### config.mk
export PLATFORM = sky130hd
export DESIGN_NAME = acia_tx_fifo
export DESIGN_NICKNAME = d
export VERILOG_FILES = /design/src/rtl/acia_tx_fifo.sv
export SDC_FILE = /design/constraint.sdc
export NUM_CORES = 1
export LEC_CHECK = 0
export ABC_AREA = 1
export CAP_MARGIN = 40
export CORE_ASPECT_RATIO = 1.5
export CORE_MARGIN = 2
export CORE_UTILIZATION = 30
export CTS_BUF_LIST = sky130_fd_sc_hd__clkbuf_4 sky130_fd_sc_hd__clkbuf_8 sky130_fd_sc_hd__clkbuf_16
export CTS_CLUSTER_DIAMETER = 200
export CTS_CLUSTER_SIZE = 28
export DETAILED_ROUTE_END_ITERATION = 10
export PLACE_DENSITY = 0.54
export SKIP_CTS_REPAIR_TIMING = 1
export SLEW_MARGIN = 10
export SYNTH_ARGS = -nofsm -noshare
export SYNTH_HDL_FRONTEND = slang
export SYNTH_SLANG_ARGS = --single-unit
### constraint.sdc
create_clock -name clk -period 3.9 [get_ports clk]
set_clock_uncertainty 0.05 [all_clocks]
set_input_delay 1.17 -clock clk [delete_from_list [all_inputs] [get_ports clk]]
set_output_delay 1.17 -clock clk [all_outputs]
set_load 0.01 [all_outputs]
### src/rtl/acia_tx_fifo.sv
// Buffered ACIA transmitter: byte FIFO feeding a per-frame configurable
// serialiser (5-8 data bits, optional even/odd parity, 1 or 2 stop bits).
module acia_tx_fifo #(
    parameter int FIFO_DEPTH = 4,
    parameter int DIV_W      = 16
) (
    input  logic                          clk,
    input  logic                          reset_n,
    input  logic                          pclk,
    input  logic [DIV_W-1:0]              div,
    input  logic [1:0]                    data_bits,
    input  logic                          parity_en,
    input  logic                          parity_odd,
    input  logic                          stop2,
    input  logic [7:0]                    wr_dat,
    input  logic                          wr_en,
    input  logic                          clr_ovr,
    output logic                          tx_serial,
    output logic                          tx_busy,
    output logic                          full,
    output logic                          empty,
    output logic [$clog2(FIFO_DEPTH):0]   level,
    output logic                          ovr
);
    localparam int AW = $clog2(FIFO_DEPTH);
    localparam int LW = AW + 1;

    typedef enum logic [2:0] {IDLE, START, DATA, PARITY, STOP} state_t;

    state_t           state_q, state_d;
    logic [DIV_W-1:0] cnt_q, cnt_d, div_q, div_d;
    logic [2:0]       bit_q, bit_d;
    logic [7:0]       shreg_q, shreg_d;
    logic [1:0]       nbits_q, nbits_d;
    logic             par_en_q, par_en_d, par_q, par_d, stop2_q, stop2_d;
    logic             tx_q, tx_d, busy_q, busy_d;
    logic [AW-1:0]    wr_ptr_q, wr_ptr_d, rd_ptr_q, rd_ptr_d;
    logic [LW-1:0]    level_q, level_d;
    logic             full_q, full_d, empty_q, empty_d, ovr_q, ovr_d;
    logic [7:0]       mem_q [FIFO_DEPTH];
    logic             wr_acc, pop;

    // Parity covers only the active data bits; bits above N-1 are masked off.
    function automatic logic calc_parity(input logic [7:0] b, input logic [1:0] nb,
                                         input logic odd);
        logic [7:0] mask;
        mask = 8'hFF >> (2'd3 - nb);
        return (^(b & mask)) ^ odd;
    endfunction

    always_comb begin
        state_d  = state_q;
        cnt_d    = cnt_q;
        bit_d    = bit_q;
        shreg_d  = shreg_q;
        nbits_d  = nbits_q;
        par_en_d = par_en_q;
        par_d    = par_q;
        stop2_d  = stop2_q;
        div_d    = div_q;
        pop      = 1'b0;

        if (pclk) begin
            if (state_q == IDLE) begin
                pop = !empty_q;
            end else if (cnt_q != '0) begin
                cnt_d = cnt_q - DIV_W'(1);
            end else begin
                cnt_d = div_q;
                case (state_q)
                    START: begin
                        state_d = DATA;
                        bit_d   = 3'd0;
                    end
                    DATA: begin
                        if (bit_q == 3'd4 + {1'b0, nbits_q}) begin
                            state_d = par_en_q ? PARITY : STOP;
                            bit_d   = 3'd0;
                        end else begin
                            bit_d = bit_q + 3'd1;
                        end
                    end
                    PARITY: begin
                        state_d = STOP;
                        bit_d   = 3'd0;
                    end
                    STOP: begin
                        if (stop2_q && bit_q == 3'd0) begin
                            bit_d = 3'd1;
                        end else if (!empty_q) begin
                            pop = 1'b1;
                        end else begin
                            state_d = IDLE;
                        end
                    end
                    default: state_d = IDLE;
                endcase
            end

            // A pop (from IDLE or straight out of the last stop bit) starts a new frame.
            if (pop) begin
                state_d  = START;
                shreg_d  = mem_q[rd_ptr_q];
                nbits_d  = data_bits;
                par_en_d = parity_en;
                par_d    = calc_parity(mem_q[rd_ptr_q], data_bits, parity_odd);
                stop2_d  = stop2;
                div_d    = div;
                cnt_d    = div;
                bit_d    = 3'd0;
            end
        end

        case (state_d)
            START:   tx_d = 1'b0;
            DATA:    tx_d = shreg_d[bit_d];
            PARITY:  tx_d = par_d;
            default: tx_d = 1'b1;
        endcase
        busy_d = (state_d != IDLE);

        wr_acc   = wr_en && !full_q;
        wr_ptr_d = wr_acc ? wr_ptr_q + AW'(1) : wr_ptr_q;
        rd_ptr_d = pop ? rd_ptr_q + AW'(1) : rd_ptr_q;
        level_d  = level_q + LW'(wr_acc) - LW'(pop);
        full_d   = (level_d == LW'(FIFO_DEPTH));
        empty_d  = (level_d == '0);

        ovr_d = ovr_q;
        if (clr_ovr) ovr_d = 1'b0;
        if (wr_en && full_q) ovr_d = 1'b1;
    end

    always_ff @(posedge clk) begin
        if (!reset_n) begin
            state_q  <= IDLE;
            cnt_q    <= '0;
            bit_q    <= '0;
            wr_ptr_q <= '0;
            rd_ptr_q <= '0;
            level_q  <= '0;
            full_q   <= 1'b0;
            empty_q  <= 1'b1;
            ovr_q    <= 1'b0;
            tx_q     <= 1'b1;
            busy_q   <= 1'b0;
        end else begin
            state_q  <= state_d;
            cnt_q    <= cnt_d;
            bit_q    <= bit_d;
            wr_ptr_q <= wr_ptr_d;
            rd_ptr_q <= rd_ptr_d;
            level_q  <= level_d;
            full_q   <= full_d;
            empty_q  <= empty_d;
            ovr_q    <= ovr_d;
            tx_q     <= tx_d;
            busy_q   <= busy_d;
        end
    end

    always_ff @(posedge clk) begin
        shreg_q  <= shreg_d;
        nbits_q  <= nbits_d;
        par_en_q <= par_en_d;
        par_q    <= par_d;
        stop2_q  <= stop2_d;
        div_q    <= div_d;
        if (wr_acc) mem_q[wr_ptr_q] <= wr_dat;
    end

    assign tx_serial = tx_q;
    assign tx_busy   = busy_q;
    assign full      = full_q;
    assign empty     = empty_q;
    assign level     = level_q;
    assign ovr       = ovr_q;
endmodule

### Yosys cells after proc, flatten, opt, wreduce, memory -nomap -nowiden

Memory sizes are Yosys's and may differ from the RTL's. A register that Yosys moved wholly into a read port is not among the register bits.
Index checks and enable logic that the tools add are counted.

* register bits after elaboration: 63
* bits in writable memories: 32
* input port bits: 34
* output and inout bits: 8
* word-level logic and storage cells: 94
* memories: 1

Memory list
* mem_q: words 4, bits a word 8, read ports 1, clocked after Yosys merged registers in 1, write ports 1, line 40 `logic [7:0] mem_q [FIFO_DEPTH];`

* add/subtract/negate cells: 8
* $lt $le $gt $ge: 1
* equal/unequal tests: 10
* shift operators: 1
* multiplexer cells: 39
* bitwise gates (word level): 2
* reduce and logical (&&, ||, !) cells: 15

Operator list (number)
* 2-to-1 mux 16 bit: 3
* 2-to-1 mux 3 bit: 14
* 2-to-1 mux 8 bit: 2
* nonzero test 16 bit: 1
* subtractor 16 x 1 -> 16 bit (second input constant): 1
* 2-to-1 mux 1 bit: 14
* == test 3 x 2 -> 1 bit (second input constant): 4
* one-hot mux 3 bit (4 select lines): 1
* logical NOT 3 bit: 3
* one-hot mux 3 bit (3 select lines): 1
* AND 8 bit: 1
* parity 8 bit: 1
* right shift 8 x 2 -> 8 bit (first input constant): 1
* == test 3 x 1 -> 1 bit (second input constant): 2
* == test 3 bit (second input constant): 2
* adder 2 x 1 -> 2 bit (second input constant): 2
* < comparator 3 x 4 -> 1 bit (second input constant): 1
* 2-to-1 mux 2 bit: 2
* AND reduction 2 bit: 2
* adder 3 x 1 -> 3 bit: 1
* adder 3 x 1 -> 3 bit (second input constant): 1
* adder 3 x 2 -> 3 bit (first input constant): 1
* binary-select mux 1 bit (select 3 bit): 1
* == test 3 bit: 1
* other kinds (10): 13

### Logic depth before layout (Yosys ltp)

Gate-level depths: netlist (run 1).

* word-level depth: 12
* mapped depth: 17
* mapped depth without buffers: 16

### Worst setup path before layout (run 1)

Ideal clock, no wire load.

* kind: input-to-reg
* from: input pclk
* to: register empty_q (netlist: empty)
* library setup time: 0.074 ns
* arrival time: 3.231 ns
* required time: 3.776 ns
* setup slack: 0.545 ns
* stages on the path: 9
* path buffers: 1
* path through: nand3_4 > buf_6 > inv_1 > ha_1 > inv_1 > ha_1 > fa_1 > or2_2 > o21ai_0

* word-level cells in the longest chain between the ends: 3

Ends and longest elaborated chain
* start: declaration: line 9 `input logic pclk,`
* 2-to-1 mux 1 bit: line 63 `if (pclk) begin`
* net pop: line 41 `logic wr_acc, pop;`
* subtractor 3 x 1 -> 3 bit: line 125 `level_d = level_q + LW'(wr_acc) - LW'(pop);`
* net level_d[1]: line 38 `logic [LW-1:0] level_q, level_d;`
* logical NOT 3 bit: line 127 `empty_d = (level_d == '0);`
* end signal: assignment: line 155 `empty_q <= empty_d;`
* end: declaration: line 39 `logic full_q, full_d, empty_q, empty_d, ovr_q, ovr_d;`

The timed path passes the listed nets, and every way through them passes these cells.
A chain may end at the register's enable or synchronous reset.

### Final worst setup path (run 1)

Ends and elaborated chain as after synthesis.

==> results of run 1 <==
## registers in the layout (all words and copies together), names as in the netlist, 2 cells and up, named ones only
signal	count
mem_q	32
bit_q	3
wr_ptr_q	2
rd_ptr_q	2
div_q	16
shreg_q	8
level	3
nbits_q	2
cnt_q	16
state_q	3
## synth_stat cells (6+ instances only)
master / number
a21oi_1: 28
buf_2: 6
dfxtp_1: 45
edfxtp_1: 52
ha_1: 9
inv_1: 53
inv_2: 7
nand2_1: 139
nand3_1: 43
nor2_1: 38
o211ai_1: 23
o21ai_0: 16
o21ai_1: 10
xnor2_1: 6
xor2_1: 10
## logic make-up (layout without fill, tap and decap cells)
logic type | Yosys count | after routing | share of synthesized area
buf+inv | 78 | 129 | 0.06667
simple gates | 256 | 256 | 0.2458
compound gates | 87 | 87 | 0.1093
fa+ha+maj | 10 | 10 | 0.02804
flops | 97 | 97 | 0.5206
xor+xnor | 16 | 16 | 0.02963
## metal layers
| layer | track usage | up-vias | part of all wire |
|---|---|---|---|
| li1 | - | 1910 | - |
| met1 | 0.1387 | 1721 | 0.40 |
| met2 | 0.2601 | 56 | 0.55 |
| met3 | 0.01935 | 9 | 0.031 |
| met4 | 0.06122 | 0 | 0.015 |
| met5 | 0 | - | 0 |
## stage by stage
stage,setup WS [ns],hold WS (ns)
final,0.7222,0.4158
after global routing,0.5435,0.4469
after CTS,0.7292,0.4124
after detailed placement,0.3703,0.3933
after global placement,0.4158,0.3929
after floorplan,0.5449,0.3655
## cell type report
| cell class | instances | share of cell area |
|---|---|---|
| flip-flops and latches | 97 | 0.4343 |
| clock inverters | 7 | 0.01081 |
| multi-input cells | 369 | 0.3443 |
| well taps | 203 | 0.04480 |
| inverters | 63 | 0.04171 |
| clock buffers | 9 | 0.03973 |
| repair buffers | 50 | 0.08431 |
## worst max-delay path by stage
stage	startpoint	endpoint	slack [ns]	depth (start not counted)
2_1_floorplan	pclk	empty$_SDFF_PN1_	0.54	9
3_3_place_gp	pclk	empty$_SDFF_PN1_	0.42	9
3_5_place_dp	pclk	empty$_SDFF_PN1_	0.37	9
4_1_cts	pclk	empty$_SDFF_PN1_	0.73	9
5_1_grt	bit_q[0]$_SDFF_PN0_	empty$_SDFF_PN1_	0.54	15
6_report	pclk	empty$_SDFF_PN1_	0.72	9
## worst reg2reg max path: stages (launching register included)
cell and delay (ns):
dfxtp_1 0.44, inv_1 0.13, ha_1 0.22, nand3_2 0.12, nand2_1 0.07, nor2_1 0.12
nand3_2 0.10, nand2_4 0.11, nand3_4 0.18, inv_1 0.13, ha_1 0.24, inv_1 0.06
ha_1 0.16, fa_1 0.44, or2_2 0.30, o21ai_0 0.14
## power by group through the flow
stage               clock network (mW)  registers (mW)  logic (mW)
finish                           0.851            1.47        1.60
global route                     0.912            1.50        1.81
CTS                              0.869            1.47        1.62
detailed placement                   0            1.49        1.62
global placement                     0            1.49        1.58
floorplan                            0            1.46        1.20
==> metrics.md, run 1 <==
| Metric | Value |
|---|---|
| Avg Cell Area, Syn | `8.694 um2` |
| Net Sw Frac | `0.3948` |
| Final Hold Fails | `0` |
| Seq. cell area | `2462 um2` |
| Final instance area | `5669 um2` |
| Worst reg2reg path startpoint | `bit_q[0]$_SDFF_PN0_` |
| Clk pwr share | `0.217` |
| Share of the synthesized area in the top cell type | `0.3302` |
| CTS tree | `yes` |
| Status | `finished, final reports clean` |
| H-tree depth | `3` |
| 1st-iter DRT viols | `178` |
| CP Max Fanout | `18` |
| ANT nets after route | `0` |
| Total core area | `15,550 um2` |
| Clock Tree Buf Depth | `2` |
| DR DRC count | `0` |
| Die area | `16,810 um2` |
| Hold Crit Start | `ovr$_SDFFE_PN0P_` |
| Die extent in y | `157.8 um` |
| Initial antenna violation count | `0` |
| Worst Hold Path EP | `ovr$_SDFFE_PN0P_` |
| Number of max-cap violations | `0` |
| Post-synthesis sequential area ratio | `0.5206` |
| CP max stage cell | `clkdlybuf4s50_1` |
| GR Util All Layers | `0.1333` |
| Detailed-route wire length | `10,840 um` |
| Finish-stage setup viols | `0` |
| Drt wl/cell | `13.58 um` |
| First-pass GRT wire length | `17,550 um` |
| Most frequent cells in the layout | `nand2_1 (139), inv_1 (53), edfxtp_1 (52)` |
| Critical-path cell list | `clkdlybuf4s50_1, nand3_4, inv_1, ha_1, inv_1, ha_1, fa_1, or2_2, o21ai_0` |
| IO Pins | `42` |
| Comb power frac | `0.407` |
| CP startpoint kind | `input pin` |
| Syn. warnings | `0` |
| Number of synthesized flops with an enable pin | `52` |
| Vias post-DR | `3,696` |
| RePlAce Congestion | `0.8109` |
| Commonest non-fill, non-tap cell in the layout | `nand2_1` |
| Post-synth cell types | `42` |
| Worst Setup Path Type | `input pin to register` |
| Vias per cell | `4.632` |
| Cells after DPL | `782` |
| Power per cell area | `691.3 nW/um2` |
| Critical Path Max Stage Delay | `0.55 ns` |
| WP data required | `4.12 ns` |
| Overall power | `3.919 mW` |
| Global route overflow | `0` |
| Seq pwr share | `0.375` |
| Tmin final | `3.178 ns` |
| Leading area contributor after synthesis | `edfxtp_1` |
| Largest net degree at the start of global routing | `27` |
| Cell Int Power | `2.372 mW` |
| WP data arrival | `3.39 ns` |
| Rows | `56` |
| Placed instance area | `5383 um2` |
| Num CTS Buffers | `9` |
| Detailed Routing Iterations Pass 1 | `4` |
| Worst path top cell family by delay | `adder cells` |
| Vias in the first global route | `3,711` |
| Lkg Pwr | `2.293 nW` |
| Clock Latency Late Sink | `0.34 ns` |
| Maximum VDD drop | `0.0002525 V` |
| Die W | `106.5 um` |
| FF+latch count, synth | `97` |
| Reg2reg end | `empty$_SDFF_PN1_` |
| Unrepaired setup endpoints after global routing | `false` |
| Worst R2R Setup Slack | `0.82 ns` |
| Area delta synth->final | `19.87%` |
| Slew margin rel. | `0.5024` |
| Hpwl dp | `7907 um` |
| Starting Density | `0.3041` |
| Syn Inst Count | `544` |
| Core Util, Final | `0.3645` |
| Crit share post-route | `0.8148` |
| Slew @ Worst Pin | `0.7456 ns` |
| Non-filler cells, final | `798` |
| Worst path bufs/invs | `3` |
| Setup_tns | `0 ns` |
| IO buf count | `41` |
| Net Count, Synth | `588` |
| Sw power | `1.547 mW` |
| Share of layout cells above drive strength 1 | `0.09580` |
| Clock Sinks | `97` |
| Slew Limit Fails | `0` |
| WHS Path Cells | `2` |
| Crit. End Element | `register` |
| Worst hold path class | `register to register` |
| Layout Nets | `634` |
| Post-Syn Area | `4730 um2` |
| Synth Flop Type | `edfxtp_1` |
| Multi-input logic area | `1952 um2` |
| Clk slew on worst S/H paths | `0.07 ns` |
| Largest cells by area after synthesis | `edfxtp_1 (33%), dfxtp_1 (19%), nand2_1 (11%)` |
| R2R depth | `15` |
| Asr flop ratio synth | `0` |
| Fmax | `0.3147 GHz` |
| Fillers | `1,616` |
| Ant. Diodes | `0` |
| Root Driver | `clkbuf_16` |
(Power assumes the default switching activity.)
==> inputs of run 2 (changes only) <==
Settings changed: PLACE_DENSITY 0.54 to 0.56.
Clock period 3.9 ns to 2.77 ns, I/O delays scaled along.
==> run 2 against run 1 <==
  * Non-clock buffer count rose by 8
  * Via count up 2.5%
  * Largest power group unchanged
  * Total power rose by 48%
  * Register-to-register slack worse by 0.69 ns
  * Highest routed layer unchanged
  * Wire length rose by 1.2%
==> metrics.md, run 2 (synthesized netlist as in run 1, its figures left out) <==
| Metric | Value |
|---|---|
| DR DRC count | `0 (unchanged)` |
| Lkg Pwr | `2.349 nW (+2.4%)` |
| 1st-iter DRT viols | `166 (-6.7%)` |
| Worst hold path class | `register to register` |
| Cells after DPL | `790 (+1.0%)` |
| Slew @ Worst Pin | `0.4017 ns (-0.3439 ns)` |
| Most frequent cells in the layout | `nand2_1 (139), edfxtp_1 (52), inv_1 (47)` |
| Met3 wire len | `335 um (-0.59%)` |
| Vias in the first global route | `3,816 (+2.8%)` |
| Reg2reg end | `empty$_SDFF_PN1_` |
| Unrepaired setup endpoints after global routing | `false` |
| First-pass GRT wire length | `18,030 um (+2.7%)` |
| Worst Setup Path Type | `input pin to register` |
| CTS tree | `yes` |
| WP data required | `3.00 ns (-1.12 ns)` |
| H-tree depth | `3 (unchanged)` |
| Clock Latency Late Sink | `0.35 ns (about the same)` |
| Clock Sinks | `97 (unchanged)` |
| Crit share post-route | `0.9527` |
| Starting Density | `0.3041 (unchanged)` |
| Non-filler cells, final | `806 (+1.0%)` |
| Slew margin rel. | `0.7319 (+0.2295)` |
| Die area | `16,810 um2 (unchanged)` |
| IO Pins | `42 (unchanged)` |
| Vias per cell | `4.700 (+1.5%)` |
| Number of max-cap violations | `0 (unchanged)` |
| Layout Nets | `642 (+1.3%)` |
| Finish-stage setup viols | `0 (unchanged)` |
| Initial antenna violation count | `0 (unchanged)` |
| CP Max Fanout | `2 (-16)` |
| Fillers | `1,592 (-1.5%)` |
| Detailed Routing Iterations Pass 1 | `4 (unchanged)` |
| Area delta synth->final | `23.33%` |
| Final instance area | `5833 um2 (+2.9%)` |
| Clk slew on worst S/H paths | `0.07 ns (about the same)` |
| Tmin final | `2.639 ns` |
| Clock Tree Buf Depth | `2 (unchanged)` |
| WP data arrival | `2.87 ns (-0.52 ns)` |
| Worst Hold Path EP | `shreg_q[2]$_DFF_P_` |
| Hold Crit Start | `shreg_q[2]$_DFF_P_` |
| GR Util All Layers | `0.1369 (+0.003619)` |
| Status | `finished, final reports clean` |
| Met2 wire len | `6006 um (about the same)` |
| Largest net degree at the start of global routing | `24 (-11%)` |
| Max layer used | `met4` |
| Drt wl/cell | `13.61 um (+0.20%)` |
| ANT nets after route | `0 (unchanged)` |
| Final Hold Fails | `0 (unchanged)` |
| Power per cell area | `992.0 nW/um2 (+44%)` |
| Detailed-route wire length | `10,970 um (+1.2%)` |
| Worst R2R Setup Slack | `0.13 ns (-0.69 ns)` |
| Die W | `106.5 um (unchanged)` |
| Ant. Diodes | `0 (unchanged)` |
| Worst reg2reg path startpoint | `bit_q[0]$_SDFF_PN0_` |
| Biggest register | `mem_q` |
| Placed instance area | `5505 um2 (+2.3%)` |
| Flip-flop count of the largest register after layout | `32 (unchanged)` |
| CP startpoint kind | `input pin` |
| Rows | `56 (unchanged)` |
| Crit. End Element | `register` |
| Vias post-DR | `3,788 (+2.5%)` |
| Global route overflow | `0 (unchanged)` |
| Root Driver | `clkbuf_16` |
| WHS Path Cells | `2 (unchanged)` |
| Share of layout cells above drive strength 1 | `0.1327 (+0.03687)` |
| Fmax | `0.3789 GHz` |
| Commonest non-fill, non-tap cell in the layout | `nand2_1` |
| IO buf count | `41 (unchanged)` |
| Hpwl dp | `8151 um (+3.1%)` |
| Die extent in y | `157.8 um (unchanged)` |
| Slew Limit Fails | `0 (unchanged)` |
| R2R depth | `15 (unchanged)` |
| Largest registers | `mem_q x32, cnt_q x16, div_q x16` |
| Met1 Wirelength | `4352 um (+0.62%)` |
| RePlAce Congestion | `0.8314 (+2.5%)` |
| Total core area | `15,550 um2 (unchanged)` |
| Num CTS Buffers | `9 (unchanged)` |
| Maximum VDD drop | `0.0003900 V (+54%)` |
## run 2: critical path, cell delays in order
cell	delay, ns
clkdlybuf4s50_1	0.49
inv_1	0.04
nor2_1	0.09
clkinv_1	0.13
ha_4	0.29
inv_2	0.03
ha_4	0.15
fa_2	0.45
or2_4	0.27
o21ai_1	0.11
## run 2: metal layers
layer	global-route usage	up-vias
met3	0.02429	18
met2	0.2677	62
li1	-	1922
met1	0.1423	1786
met4	0.05566	0
met5	0	-
## run 2: metrics by stage
step / util / power, mW / hold slack, ns / setup WS (ns) / TNS, ns
5_1_grt: 0.3750 / 6.216 / 0.4258 / 0.0003781 / 0
3_3_place_gp: 0.3539 / 4.441 / 0.3877 / -0.1948 / -0.4177
4_1_cts: 0.3744 / 5.826 / 0.4077 / 0.05989 / 0
3_5_place_dp: 0.3539 / 4.497 / 0.3893 / -0.2398 / -0.6168
6_report: 0.3750 / 5.787 / 0.4039 / 0.1309 / 0
2_1_floorplan: - / 3.800 / 0.3655 / -0.1510 / -0.3024
## run 2: worst max-delay path by stage
stage / startpoint / endpoint / slack [ns] / cells past startpoint
2_1_floorplan: bit_q[0]$_SDFF_PN0_ / empty$_SDFF_PN1_ / -0.15 / 16
3_3_place_gp: wr_en / empty$_SDFF_PN1_ / -0.19 / 10
3_5_place_dp: wr_en / empty$_SDFF_PN1_ / -0.24 / 10
4_1_cts: bit_q[0]$_SDFF_PN0_ / empty$_SDFF_PN1_ / 0.06 / 15
5_1_grt: bit_q[0]$_SDFF_PN0_ / empty$_SDFF_PN1_ / 0.0004 / 15
6_report: wr_en / empty$_SDFF_PN1_ / 0.13 / 10
## run 2: power breakdown
group | internal [mW] | switching, mW | leakage (nW) | total [mW]
combinational | 0.948 | 1.47 | 1.34 | 2.42
sequential | 1.86 | 0.192 | 0.853 | 2.05
clock | 0.726 | 0.592 | 0.156 | 1.32
## run 2: layout make-up
class,instances,area [um2],area share
sequential,97,2469,0.4232
multi-input combinational,369,2014,0.3453
timing repair buffer,58,538.0,0.09224
tap,203,254.0,0.04354
inverter,63,240.2,0.04118
clock buffer,9,225.2,0.03861
clock inverter,7,92.59,0.01587
